[src/rtl/reg_ring_master.sv]
// Register-ring master: bridges a valid/ready host command port onto a
// req/ack register ring with per-transaction timeout.
module reg_ring_master #(
  parameter int ADDR_W = 23,
  parameter int DATA_W = 32,
  parameter int TIMEOUT = 255,
  parameter logic [DATA_W-1:0] TIMEOUT_DATA = DATA_W'(32'hDEAD_0000)
) (
  input  logic              clk,
  input  logic              reset,
  input  logic              cmd_valid,
  output logic              cmd_ready,
  input  logic              cmd_rd_wr_L,
  input  logic [ADDR_W-1:0] cmd_addr,
  input  logic [DATA_W-1:0] cmd_wr_data,
  output logic              rsp_valid,
  input  logic              rsp_ready,
  output logic [DATA_W-1:0] rsp_data,
  output logic              rsp_timeout,
  output logic              reg_req_out,
  output logic              reg_rd_wr_L_out,
  output logic [ADDR_W-1:0] reg_addr_out,
  output logic [DATA_W-1:0] reg_wr_data_out,
  input  logic              reg_ack_in,
  input  logic [DATA_W-1:0] reg_rd_data_in,
  output logic              busy,
  output logic [15:0]       timeout_count
);

  typedef enum logic [1:0] {IDLE, REQ, RSP, GAP} state_t;

  state_t state, state_n;
  logic [15:0] wait_cnt, wait_d, tcnt_d;
  logic accept, ack_hit, to_hit, req_wait, consume;
  logic req_d, rdwr_d, vld_d, to_d;
  logic [ADDR_W-1:0] addr_d;
  logic [DATA_W-1:0] wdat_d, rdat_d;

  assign accept   = (state == IDLE) && cmd_valid;
  assign ack_hit  = (state == REQ) && reg_ack_in;
  assign to_hit   = (state == REQ) && !reg_ack_in
                  && (wait_cnt == 16'(TIMEOUT - 1));
  assign req_wait = (state == REQ) && !reg_ack_in && !to_hit;
  assign consume  = (state == RSP) && rsp_ready;

  always_ff @(posedge clk) begin
    if (reset) state <= IDLE;
    else       state <= state_n;
  end

  always_comb begin
    state_n = state;
    unique case (state)
      IDLE:    if (cmd_valid) state_n = REQ;
      REQ:     if (ack_hit || to_hit) state_n = RSP;
      RSP:     if (rsp_ready) state_n = GAP;
      GAP:     state_n = IDLE;
      default: state_n = IDLE;
    endcase
  end

  // Next values for every registered output; the cases are disjoint.
  always_comb begin
    req_d  = reg_req_out;
    rdwr_d = reg_rd_wr_L_out;
    addr_d = reg_addr_out;
    wdat_d = reg_wr_data_out;
    vld_d  = rsp_valid;
    rdat_d = rsp_data;
    to_d   = rsp_timeout;
    wait_d = wait_cnt;
    tcnt_d = timeout_count;
    unique case (1'b1)
      accept: begin
        req_d  = 1'b1;
        rdwr_d = cmd_rd_wr_L;
        addr_d = cmd_addr;
        wdat_d = cmd_wr_data;
        wait_d = '0;
      end
      ack_hit: begin
        req_d  = 1'b0;
        vld_d  = 1'b1;
        rdat_d = reg_rd_wr_L_out ? reg_rd_data_in : '0;
        to_d   = 1'b0;
      end
      to_hit: begin
        req_d  = 1'b0;
        vld_d  = 1'b1;
        rdat_d = TIMEOUT_DATA;
        to_d   = 1'b1;
        if (timeout_count != 16'hFFFF)
          tcnt_d = timeout_count + 16'd1;
      end
      req_wait: wait_d = wait_cnt + 16'd1;
      consume:  vld_d = 1'b0;
      default: ;
    endcase
  end

  always_ff @(posedge clk) begin
    if (reset) begin
      cmd_ready       <= 1'b1;
      busy            <= 1'b0;
      reg_req_out     <= 1'b0;
      reg_rd_wr_L_out <= 1'b0;
      reg_addr_out    <= '0;
      reg_wr_data_out <= '0;
      rsp_valid       <= 1'b0;
      rsp_data        <= '0;
      rsp_timeout     <= 1'b0;
      wait_cnt        <= '0;
      timeout_count   <= '0;
    end else begin
      cmd_ready       <= (state_n == IDLE);
      busy            <= (state_n != IDLE);
      reg_req_out     <= req_d;
      reg_rd_wr_L_out <= rdwr_d;
      reg_addr_out    <= addr_d;
      reg_wr_data_out <= wdat_d;
      rsp_valid       <= vld_d;
      rsp_data        <= rdat_d;
      rsp_timeout     <= to_d;
      wait_cnt        <= wait_d;
      timeout_count   <= tcnt_d;
    end
  end

endmodule

[config.mk]
export PLATFORM = sky130hd
export DESIGN_NAME = reg_ring_master
export DESIGN_NICKNAME = d
export VERILOG_FILES = /design/src/rtl/reg_ring_master.sv
export SDC_FILE = /design/constraint.sdc
export NUM_CORES = 1
export LEC_CHECK = 0
export ABC_AREA = 1
export CAP_MARGIN = 20
export CORE_MARGIN = 2
export CORE_UTILIZATION = 44
export CTS_CLUSTER_DIAMETER = 150
export CTS_CLUSTER_SIZE = 30
export DETAILED_ROUTE_END_ITERATION = 7
export PLACE_DENSITY = 0.8
export SLEW_MARGIN = 40
export SYNTH_ARGS = -nofsm -noshare
export SYNTH_HDL_FRONTEND = slang
export SYNTH_SLANG_ARGS = --single-unit
[constraint.sdc]
create_clock -name clk -period 1.91 [get_ports clk]
set_input_delay 0.4775 -clock clk [delete_from_list [all_inputs] [get_ports clk]]
set_output_delay 0.4775 -clock clk [all_outputs]
set_load 0.005 [all_outputs]
# Yosys cells after proc, flatten, opt, wreduce, memory -nomap -nowiden
# Index checks and enable logic that the tools add are counted.
# classes
add_sub_neg	2
eq_ne	5
n_mux	10
n_reduce_logical	18
# ops
operator	count
case mux 32 bit (2 select lines)	1
adder 16 x 1 -> 16 bit (second input constant)	2
two-way mux 32 bit	1
case mux 16 bit (2 select lines)	1
== test 16 x 8 -> 1 bit (second input constant)	1
inequality test 16 bit (second input constant)	1
nonzero test 2 bit	5
case mux 2 bit (4 select lines)	1
logical AND 1 bit	6
two-way mux 2 bit	3
case mux 1 bit (2 select lines)	3
== test 2 bit (second input constant)	2
zero test 2 bit	2
== test 2 x 1 -> 1 bit (second input constant)	1
zero test 1 bit	2
AND reduction 2 bit	1
OR reduction 2 bit	1
logical OR 1 bit	1
# word_totals
reg_bits	127
input_bits	93
output_inout_bits	109
elab_cells	47

# Logic depth before layout (Yosys ltp)
# Gate-level depths: netlist (run 1).
# depth
depth_word	7
mapped_depth	13
depth_no_buf	12

# Worst setup path after synthesis (run 1)
# OpenSTA, ideal clock, no wires.
# synth_path
path_type	flip-flop to flip-flop
start	register timeout_count[0]
end	register timeout_count[11]
setup_ns	0.070
arrival_ns	1.467
required_ns	1.840
path_slack_ns	0.373
path_stages_with_launch	9
path_buffers	1
period_less_slack_ns	1.537
path_cell_list	dfxtp_1 ha_1 nand3_2 nor2_4 nand2_4 nand3_2 buf_6 nand2_2 a21oi_2
# synth_between
elab_chain_cells	2
elab_cells_between_ends	3
classes_between	add/sub: 1; eq/ne: 1; reduce/logical: 1
# synth_rtl
element	line	source
start, declared	27	output logic [15:0] timeout_count
start signal, assigned	125	timeout_count <= tcnt_d;
branches (longest 2 deep; another with adder 16 x 1 -> 16 bit)	--	
# Several ways; the timed one is not identified.
# A chain may end at the register's enable or synchronous reset.

# Worst setup path after layout (run 1)
# layout_path
start	register timeout_count[14]
end	output port timeout_count[14]
# No word-level cell between the ends.

==> flow_metrics.env, run 1 <==
export IMPL_synthXorXnorAreaFrac_pct=0.648
export IMPL_yosys_top_cells_area="dfxtp_1 (47%), nor2_1 (11%), nand2_1 (10%), o21ai_0 (6.3%), nand3_1 (5.5%)"
export IMPL_slowest_stage="clkdlybuf4s50_1"
export IMPL_cap_violations=0
export IMPL_leakage_nw=3.25
export IMPL_synth_cell_types=35
export IMPL_clk_pin_slew_ps=60
export IMPL_final_common_cell="clkdlybuf4s50_1"
export IMPL_postCtsSetupBuffers=0
export IMPL_synth_fa_ha_area_share_pct=0.695
export IMPL_gr_total_overflow=0
export IMPL_power_density_nw_per_um2=838
export IMPL_maxSlewViolCount=0
export IMPL_start_kind="register"
export IMPL_fin_setup_tns_ps=0
export IMPL_root_buffer="clkbuf_16"
export IMPL_period_share_pct=97.6
export IMPL_hold_path_class="reg2reg"
export IMPL_yosysTopAreaCell="dfxtp_1"
export IMPL_critPathCaptureType="output port"
export IMPL_crit_path_max_incr_delay_ps=540
export IMPL_required_ps=1430
export IMPL_synth_area_um2=5400
export IMPL_gr_usage_all_layers_pct=23.8
export IMPL_clk_path_buf_depth=2
export IMPL_syn_inst=747
export IMPL_synth_compound_area_share_pct=12.9
export IMPL_avgViaCountPerCell=5.02
export IMPL_stdcell_area_um2=8220
export IMPL_gp_congestion=0.878
export IMPL_synth_top_area_share_pct=47.0
export IMPL_setup_violations=0
export IMPL_synth_ff_type="dfxtp_1"
export IMPL_slew_headroom_pct=77.8
export IMPL_synth_seq_cells=127
export IMPL_async_flop_share_pct=0
export IMPL_min_period_ps=1860
export IMPL_coreArea_um2=12000
export IMPL_ant_nets=0
export IMPL_dpl_cell_area_um2=7640
export IMPL_synth_nets=843
export IMPL_hold_violations=0
export IMPL_cts_made_buffers=17
export IMPL_cts_htree_levels=4
export IMPL_final_nets=1043
export IMPL_cts_tree="yes"
export IMPL_ios=202
export IMPL_drive_gt1_share_pct=10.3
export IMPL_status="finished clean"
export IMPL_fp_dieArea_um2=13200
export IMPL_synthSimpleGateAreaFrac_pct=31.8
export IMPL_layout_common_cells="clkdlybuf4s50_1 (201), nor2_1 (158), nand2_1 (150)"
export IMPL_num_vias=5547
export IMPL_synth_edf_count=0
export IMPL_grt_pass1_vias=5137
export IMPL_arrival_ps=1390
export IMPL_vdd_drop_max_mv=0.443
export IMPL_max_freq_ghz=0.536
export IMPL_rsz0062_at_grt="false"
export IMPL_synthMuxAreaShare_pct=0
export IMPL_dp_hpwl_um=10900
export IMPL_antenna_found_initial=0
export IMPL_grt_pass1_wl_um=24900
export IMPL_wire_per_inst_um=14.2
export IMPL_tightest_slew_ps=333
export IMPL_drt_iter0_drc=449
export IMPL_area_growth_pct=52.0
export IMPL_fp_dieH_um=115
export IMPL_path_buf_inv=1
export IMPL_yosys_warnings=0
export IMPL_worst_slack_ps=45.8
export IMPL_ys_seq_area_share_pct=47.0
export IMPL_cp_max_fo=5
export IMPL_holdBufCountCts=0
export IMPL_skew_ps=14.8
export IMPL_drc_errors=0
export IMPL_die_w_um=115
export IMPL_wl_um=15700
export IMPL_port_buffers=201
export IMPL_antenna_cells=0
export IMPL_grt_start_max_net_pins=71
export IMPL_place_ws_ps=24.3
export IMPL_clock_latency_ps=430
export IMPL_firstDrtPassIters=5
export IMPL_synth_top_family_by_area="simple AND/OR/NAND/NOR gates"
export IMPL_initial_utilization_pct=45.0
export IMPL_clock_sinks=127
export IMPL_path_delay_family="buffers and inverters"
export IMPL_synth_area_per_cell_um2=7.23
export IMPL_critical_path_class="reg2out"
export IMPL_row_count=40
export IMPL_cp_cell_sequence="clkdlybuf4s50_1"
[final cells by class]
cell class,count,area [µm²]
clock inverter,7,87.6
clock buffer,22,474
tap,147,184
multi-input combinational,536,2500
fill,995,3790
inverter,47,179
timing repair buffer,218,2240
sequential,127,2560
[flip-flops by register name, summed over array words and instances, names as in the netlist]
register and flops:
wait_cnt 16, cmd_ready 1, rsp_valid 1, state 2
reg_rd_wr_L_out 1, reg_addr_out 23, timeout_count 16, reg_wr_data_out 32
reg_req_out 1, rsp_timeout 1, rsp_data 32, busy 1
[per-layer routing]
metal / vias up / track usage [%] / wire length [µm]
met5: - / 0 / 0
met4: 0 / 12.6 / 560
met3: 39 / 6.85 / 1060
met2: 183 / 40.5 / 7440
met1: 2528 / 27.2 / 6670
li1: 2797 / - / -
[power breakdown]
group	switching [W]	leakage (nW)	total [W]	internal, W
logic	0.000393	1.93	0.000922	0.000529
clock network	0.00111	0.277	0.00310	0.00199
registers	0.0000666	1.04	0.00286	0.00279
[final timing paths]
path	from	end	slack [ps]	depth (start not counted)
hold reg to reg	rsp_data[29]	rsp_data[29]	440	2
setup / recovery	timeout_count[14]	timeout_count[14]	50	1
hold / removal	rsp_data[29]	rsp_data[29]	440	2
setup reg to reg	wait_cnt[0]	wait_cnt[15]	220	12
[cell usage after synthesis (3+ instances only)]
cell type and count:
nand3_1 59, clkbuf_1 24, buf_6 4, buf_2 6
inv_1 41, o21ai_0 68, nand4_1 6, nor2_1 159
a21oi_2 10, dfxtp_1 127, nand2_1 151, nand2_2 14
nand3_2 3, a21oi_1 30, inv_2 3, nor2_4 4
ha_1 3, nor2_2 3, a22oi_1 10
[timing repair]
item,4_1_cts,5_1_grt
cloned,0,0
endpoints found under the setup margin,3,8
resized for setup,3,8
[through the flow]
step	hold WS [ps]	instances	power, W	util (%)
global placement	428	1075	0.00382	63.6
finish	444	1104	0.00689	68.4
CTS	445	1104	0.00693	68.3
global route	465	1104	0.00713	68.4
floorplan	442	747	0.00325	-
detailed placement	434	1075	0.00383	63.6
[cell families after synthesis]
logic type,after synthesis
AND/OR/NAND/NOR,404
flip-flops,127
AO/OA/AOI/OAI,125
buffers and inverters,84
XOR/XNOR,4
adder cells (fa/ha/maj),3
[worst register-to-register path, cell delays in order (launching register included)]
cell and delay [ps]:
dfxtp_1 370, inv_1 70, ha_1 210, inv_1 50, nor2_1 40, nand2_1 90, clkinv_1 100, nand2_2 120
nand2_4 140, inv_4 190, nand3_1 100, nand2_1 70, nor2_1 40
No activity file was read; power rests on OpenSTA's default activity.
==> run 2, diff against run 1 <==
CORE_MARGIN = 3   (was 2)
SLEW_MARGIN = 20   (was 40)
==> flow_metrics.env, run 2 (same netlist as run 1, synthesis figures left out) <==
export IMPL_worst_slack_ps=60.1
export IMPL_ant_nets=0
export IMPL_rsz0062_at_grt="false"
export IMPL_antenna_found_initial=0
export IMPL_gr_total_overflow=0
export IMPL_stdcell_area_um2=8240
export IMPL_min_period_ps=1850
export IMPL_layout_common_cells="clkdlybuf4s50_1 (201), nor2_1 (158), nand2_1 (150)"
export IMPL_clock_sinks=127
export IMPL_leakage_nw=3.27
export IMPL_finalNonFillerCells=1107
export IMPL_max_freq_ghz=0.541
export IMPL_gr_usage_all_layers_pct=23.6
export IMPL_place_ws_ps=-256
export IMPL_routed_wl_met3_um=1170
export IMPL_vdd_drop_max_mv=0.621
export IMPL_grt_pass1_vias=5074
export IMPL_dp_hpwl_um=11500
export IMPL_holdCritStartpoint="rsp_data[5]"
export IMPL_top_layer="met4"
export IMPL_fp_dieH_um=117
export IMPL_wl_um=16400
export IMPL_fin_setup_tns_ps=0
export IMPL_dr_wl_met2_um=8260
export IMPL_path_delay_family="buffers and inverters"
export IMPL_cap_violations=0
export IMPL_root_buffer="clkbuf_16"
export IMPL_num_vias=5618
export IMPL_antenna_cells=0
export IMPL_drc_errors=0
export IMPL_drt_iter0_drc=521
export IMPL_r2r_slack_ps=250
export IMPL_firstDrtPassIters=7
export IMPL_slew_headroom_pct=67.8
export IMPL_port_buffers=201
export IMPL_gp_congestion=0.850
export IMPL_reg2reg_from="wait_cnt[0]"
export IMPL_setup_violations=0
export IMPL_clk_path_buf_depth=2
export IMPL_cp_max_fo=6
export IMPL_coreArea_um2=11700
export IMPL_drive_gt1_share_pct=11.1
export IMPL_clock_latency_ps=410
export IMPL_grt_pass1_wl_um=25400
export IMPL_final_common_cell="clkdlybuf4s50_1"
export IMPL_crit_path_max_incr_delay_ps=540
export IMPL_start_kind="register"
export IMPL_row_count=39
export IMPL_cts_htree_levels=4
export IMPL_path_buf_inv=1
export IMPL_required_ps=1430
export IMPL_skew_ps=8.42
export IMPL_postCtsSetupBuffers=0
export IMPL_tightest_slew_ps=482
export IMPL_dp_cells=1075
export IMPL_hold_path_class="reg2reg"
export IMPL_slowest_stage="clkdlybuf4s50_1"
export IMPL_grt_start_max_net_pins=51
export IMPL_cp_cell_sequence="clkdlybuf4s50_1"
export IMPL_period_share_pct=96.9
export IMPL_die_w_um=117
export IMPL_ios=202
export IMPL_critPathCaptureType="output port"
export IMPL_cts_made_buffers=17
export IMPL_cts_tree="yes"
export IMPL_arrival_ps=1370
export IMPL_avgViaCountPerCell=5.07
export IMPL_initial_utilization_pct=46.1
export IMPL_status="finished clean"
export IMPL_final_nets=1047
export IMPL_clk_pin_slew_ps=60
export IMPL_dpl_cell_area_um2=7630
export IMPL_fp_dieArea_um2=13600
export IMPL_crit_start="timeout_count[12]"
export IMPL_power_density_nw_per_um2=847
export IMPL_wl_met1_um=6770
export IMPL_hold_violations=0
export IMPL_top_regs="reg_wr_data_out (32), rsp_data (32), reg_addr_out (23)"
export IMPL_critical_path_class="reg2out"
export IMPL_fillers=939
export IMPL_maxSlewViolCount=0
export IMPL_area_growth_pct=52.5
export IMPL_wire_per_inst_um=14.8
export IMPL_holdBufCountCts=0
## run 2: worst paths after layout
check | depth (start not counted) | end
worst min register to register | 2 | rsp_data[5]
worst max register to register | 10 | wait_cnt[1]
worst min-delay path | 2 | rsp_data[5]
worst max-delay path | 1 | timeout_count[12]
## run 2: power breakdown
| group | total (W) | switching, W | internal, W |
|---|---|---|---|
| clock | 0.00319 | 0.00120 | 0.00199 |
| sequential | 0.00286 | 0.0000652 | 0.00279 |
| combinational | 0.000927 | 0.000401 | 0.000526 |
## run 2: repair_timing
action                                  in CTS  in global routing
resized for setup                            2                 11
endpoints found under the setup margin       2                 11
pin swaps                                    0                  0
gates cloned                                 0                  0
## run 2: metrics by stage
stage               power, W  hold WS, ps  util [%]
floorplan            0.00325          442         -
global placement     0.00382          429      65.1
detailed placement   0.00384          433      65.1
CTS                  0.00703          448      70.2
global route         0.00725          456      70.4
finish               0.00698          446      70.4
## run 2: area by class of cell
type                    count  area, µm²  share of cell area, %
repair buffers            222       2230                   27.1
well taps                 143        179                   2.17
multi-input cells         536       2500                   30.3
clock inverters            12        135                   1.64
flip-flops and latches    127       2560                   31.0
clock buffers              20        457                   5.54
inverters                  47        181                   2.20
## run 2: metal layers
metal / track usage, % / vias up
li1: - / 2814
met1: 28.2 / 2598
met2: 41.4 / 191
met3: 6.58 / 15
met4: 6.65 / 0
met5: 0 / -
## run 2: tightest hold or removal path, stage by stage, from the launching register on
cell and delay [ps]:
dfxtp_1 320, nand2_1 50, nand2_1 40
==> run 3, diff against run 2 <==
ABC_CLOCK_PERIOD_IN_PS = 1910   (was unset)
CELL_PAD_IN_SITES_DETAIL_PLACEMENT = 2   (was unset)
CELL_PAD_IN_SITES_GLOBAL_PLACEMENT = 2   (was unset)
CORE_UTILIZATION = 23   (was 44)
PLACE_DENSITY = unset   (was 0.8)
PLACE_DENSITY_LB_ADDON = 0.1   (was unset)
RECOVER_POWER = 50   (was unset)
==> flow_metrics.env, run 3 (same netlist as run 1, synthesis figures left out) <==
export IMPL_hold_path_class="reg2reg"
export IMPL_drt_iter0_drc=189
export IMPL_initial_utilization_pct=23.7
export IMPL_grt_pass1_vias=6394
export IMPL_max_freq_ghz=0.547
export IMPL_power_switching_w=0.00179
export IMPL_gp_congestion=0.772
export IMPL_power_density_nw_per_um2=848
export IMPL_vdd_drop_max_mv=0.468
export IMPL_r2r_slack_ps=190
export IMPL_clk_path_buf_depth=2
export IMPL_comb_power_share_pct=13.4
export IMPL_area_growth_pct=57.9
export IMPL_postCtsSetupBuffers=0
export IMPL_holdBufCountCts=0
export IMPL_clockPowerShare_pct=46.9
export IMPL_firstDrtPassIters=4
export IMPL_leakage_nw=3.31
export IMPL_dp_hpwl_um=16400
export IMPL_cap_violations=0
export IMPL_num_vias=5817
export IMPL_required_ps=1430
export IMPL_ant_nets=0
export IMPL_final_nets=1051
export IMPL_fillers=2623
export IMPL_cts_made_buffers=17
export IMPL_cts_htree_levels=4
export IMPL_grt_start_max_net_pins=53
export IMPL_slowest_stage="clkdlybuf4s50_1"
export IMPL_hold_ws_ps=450
export IMPL_drc_errors=0
export IMPL_period_share_pct=95.8
export IMPL_avgViaCountPerCell=4.54
export IMPL_antenna_found_initial=2
export IMPL_ios=202
export IMPL_clock_latency_ps=420
export IMPL_cp_max_fo=6
export IMPL_cts_tree="yes"
export IMPL_gr_usage_all_layers_pct=17.1
export IMPL_path_buf_inv=1
export IMPL_start_kind="register"
export IMPL_root_buffer="clkbuf_16"
export IMPL_path_delay_family="buffers and inverters"
export IMPL_clock_sinks=127
export IMPL_post_route_util_pct=37.3
export IMPL_cp_cell_sequence="clkdlybuf4s50_1"
export IMPL_final_common_cell="clkdlybuf4s50_1"
export IMPL_min_period_ps=1830
export IMPL_crit_path_max_incr_delay_ps=530
export IMPL_top_regs="reg_wr_data_out (32), rsp_data (32), reg_addr_out (23)"
export IMPL_grt_pass1_wl_um=34900
export IMPL_fp_dieArea_um2=25400
export IMPL_status="finished clean"
export IMPL_hold_violations=0
export IMPL_die_w_um=159
export IMPL_slew_headroom_pct=54.1
export IMPL_wire_per_inst_um=17.1
export IMPL_p_seq_share_pct=39.7
export IMPL_critical_path_class="reg2out"
export IMPL_drive_gt1_share_pct=11.4
export IMPL_skew_ps=8.51
export IMPL_p_int_w=0.00545
export IMPL_gr_total_overflow=0
export IMPL_row_count=55
export IMPL_port_buffers=201
export IMPL_clk_pin_slew_ps=60
export IMPL_fp_dieH_um=159
export IMPL_critPathCaptureType="output port"
export IMPL_maxSlewViolCount=0
export IMPL_setup_violations=0
export IMPL_tightest_slew_ps=689
export IMPL_wl_um=21900
export IMPL_layout_common_cells="clkdlybuf4s50_1 (200), nor2_1 (159), nand2_1 (151)"
export IMPL_coreArea_um2=22800
export IMPL_swShare_pct=24.7
export IMPL_arrival_ps=1350
## run 3: changes by cell type in the layout (fill, tap and decap cells not counted), sizes merged
| cell | change |
|---|---|
| dlygate4sd3 | +1 |
| clkbuf | +3 |
| clkdlybuf4s50 | -1 |
| diode | +1 |
| clkinvlp | -1 |
| bufinv | +1 |
## run 3: what timing repair did
item	in CTS	in global routing
endpoints found under the setup margin	11	17
resized for setup	11	7
pin swaps	0	0
## run 3: stage by stage
stage	setup TNS (ps)	power, W	cells	instance area [µm²]	worst slack (ps)
final	0	0.00724	1281	8530	81.0
after global routing	-0.751	0.00759	1281	8530	-0.751
after CTS	0	0.00737	1280	8520	0.824
after detailed placement	-57.1	0.00392	1249	7900	-43.5
after global placement	-8.45	0.00388	1249	7900	-8.45
after floorplan	0	0.00325	747	5400	373
## run 3: power by group through the flow
stage          registers, W  logic, W  clock network, W
6_report            0.00287  0.000972           0.00339
5_1_grt             0.00289   0.00107           0.00364
4_1_cts             0.00287   0.00100           0.00350
3_5_place_dp        0.00293  0.000993                 0
3_3_place_gp        0.00292  0.000958                 0
2_1_floorplan       0.00293  0.000320                 0
## run 3: cell type report
type / count / area (µm²) / area share (%)
Clock inverter: 12 / 161 / 1.89
Tap cell: 313 / 392 / 4.59
Antenna cell: 1 / 2.50 / 0.0293
Inverter: 47 / 184 / 2.16
Sequential cell: 127 / 2560 / 30.0
Clock buffer: 19 / 453 / 5.31
Timing Repair Buffer: 226 / 2270 / 26.7
Multi-Input combinational cell: 536 / 2500 / 29.4
## run 3: per-layer routing
layer / GRT usage, % / vias up / part of all wire, %
met4: 4.34 / 2 / 0.89
met5: 0 / - / 0.050
met3: 5.65 / 11 / 5.9
li1: - / 2816 / -
met1: 19.7 / 2852 / 42
met2: 30.6 / 136 / 51
## run 3: worst paths after layout
| check | startpoint | endpoint | cells after the start |
|---|---|---|---|
| max | timeout_count[10] | timeout_count[10] | 1 |
| min reg2reg | rsp_data[3] | rsp_data[3] | 2 |
| min | rsp_data[3] | rsp_data[3] | 2 |
| max reg2reg | timeout_count[0] | timeout_count[15] | 8 |
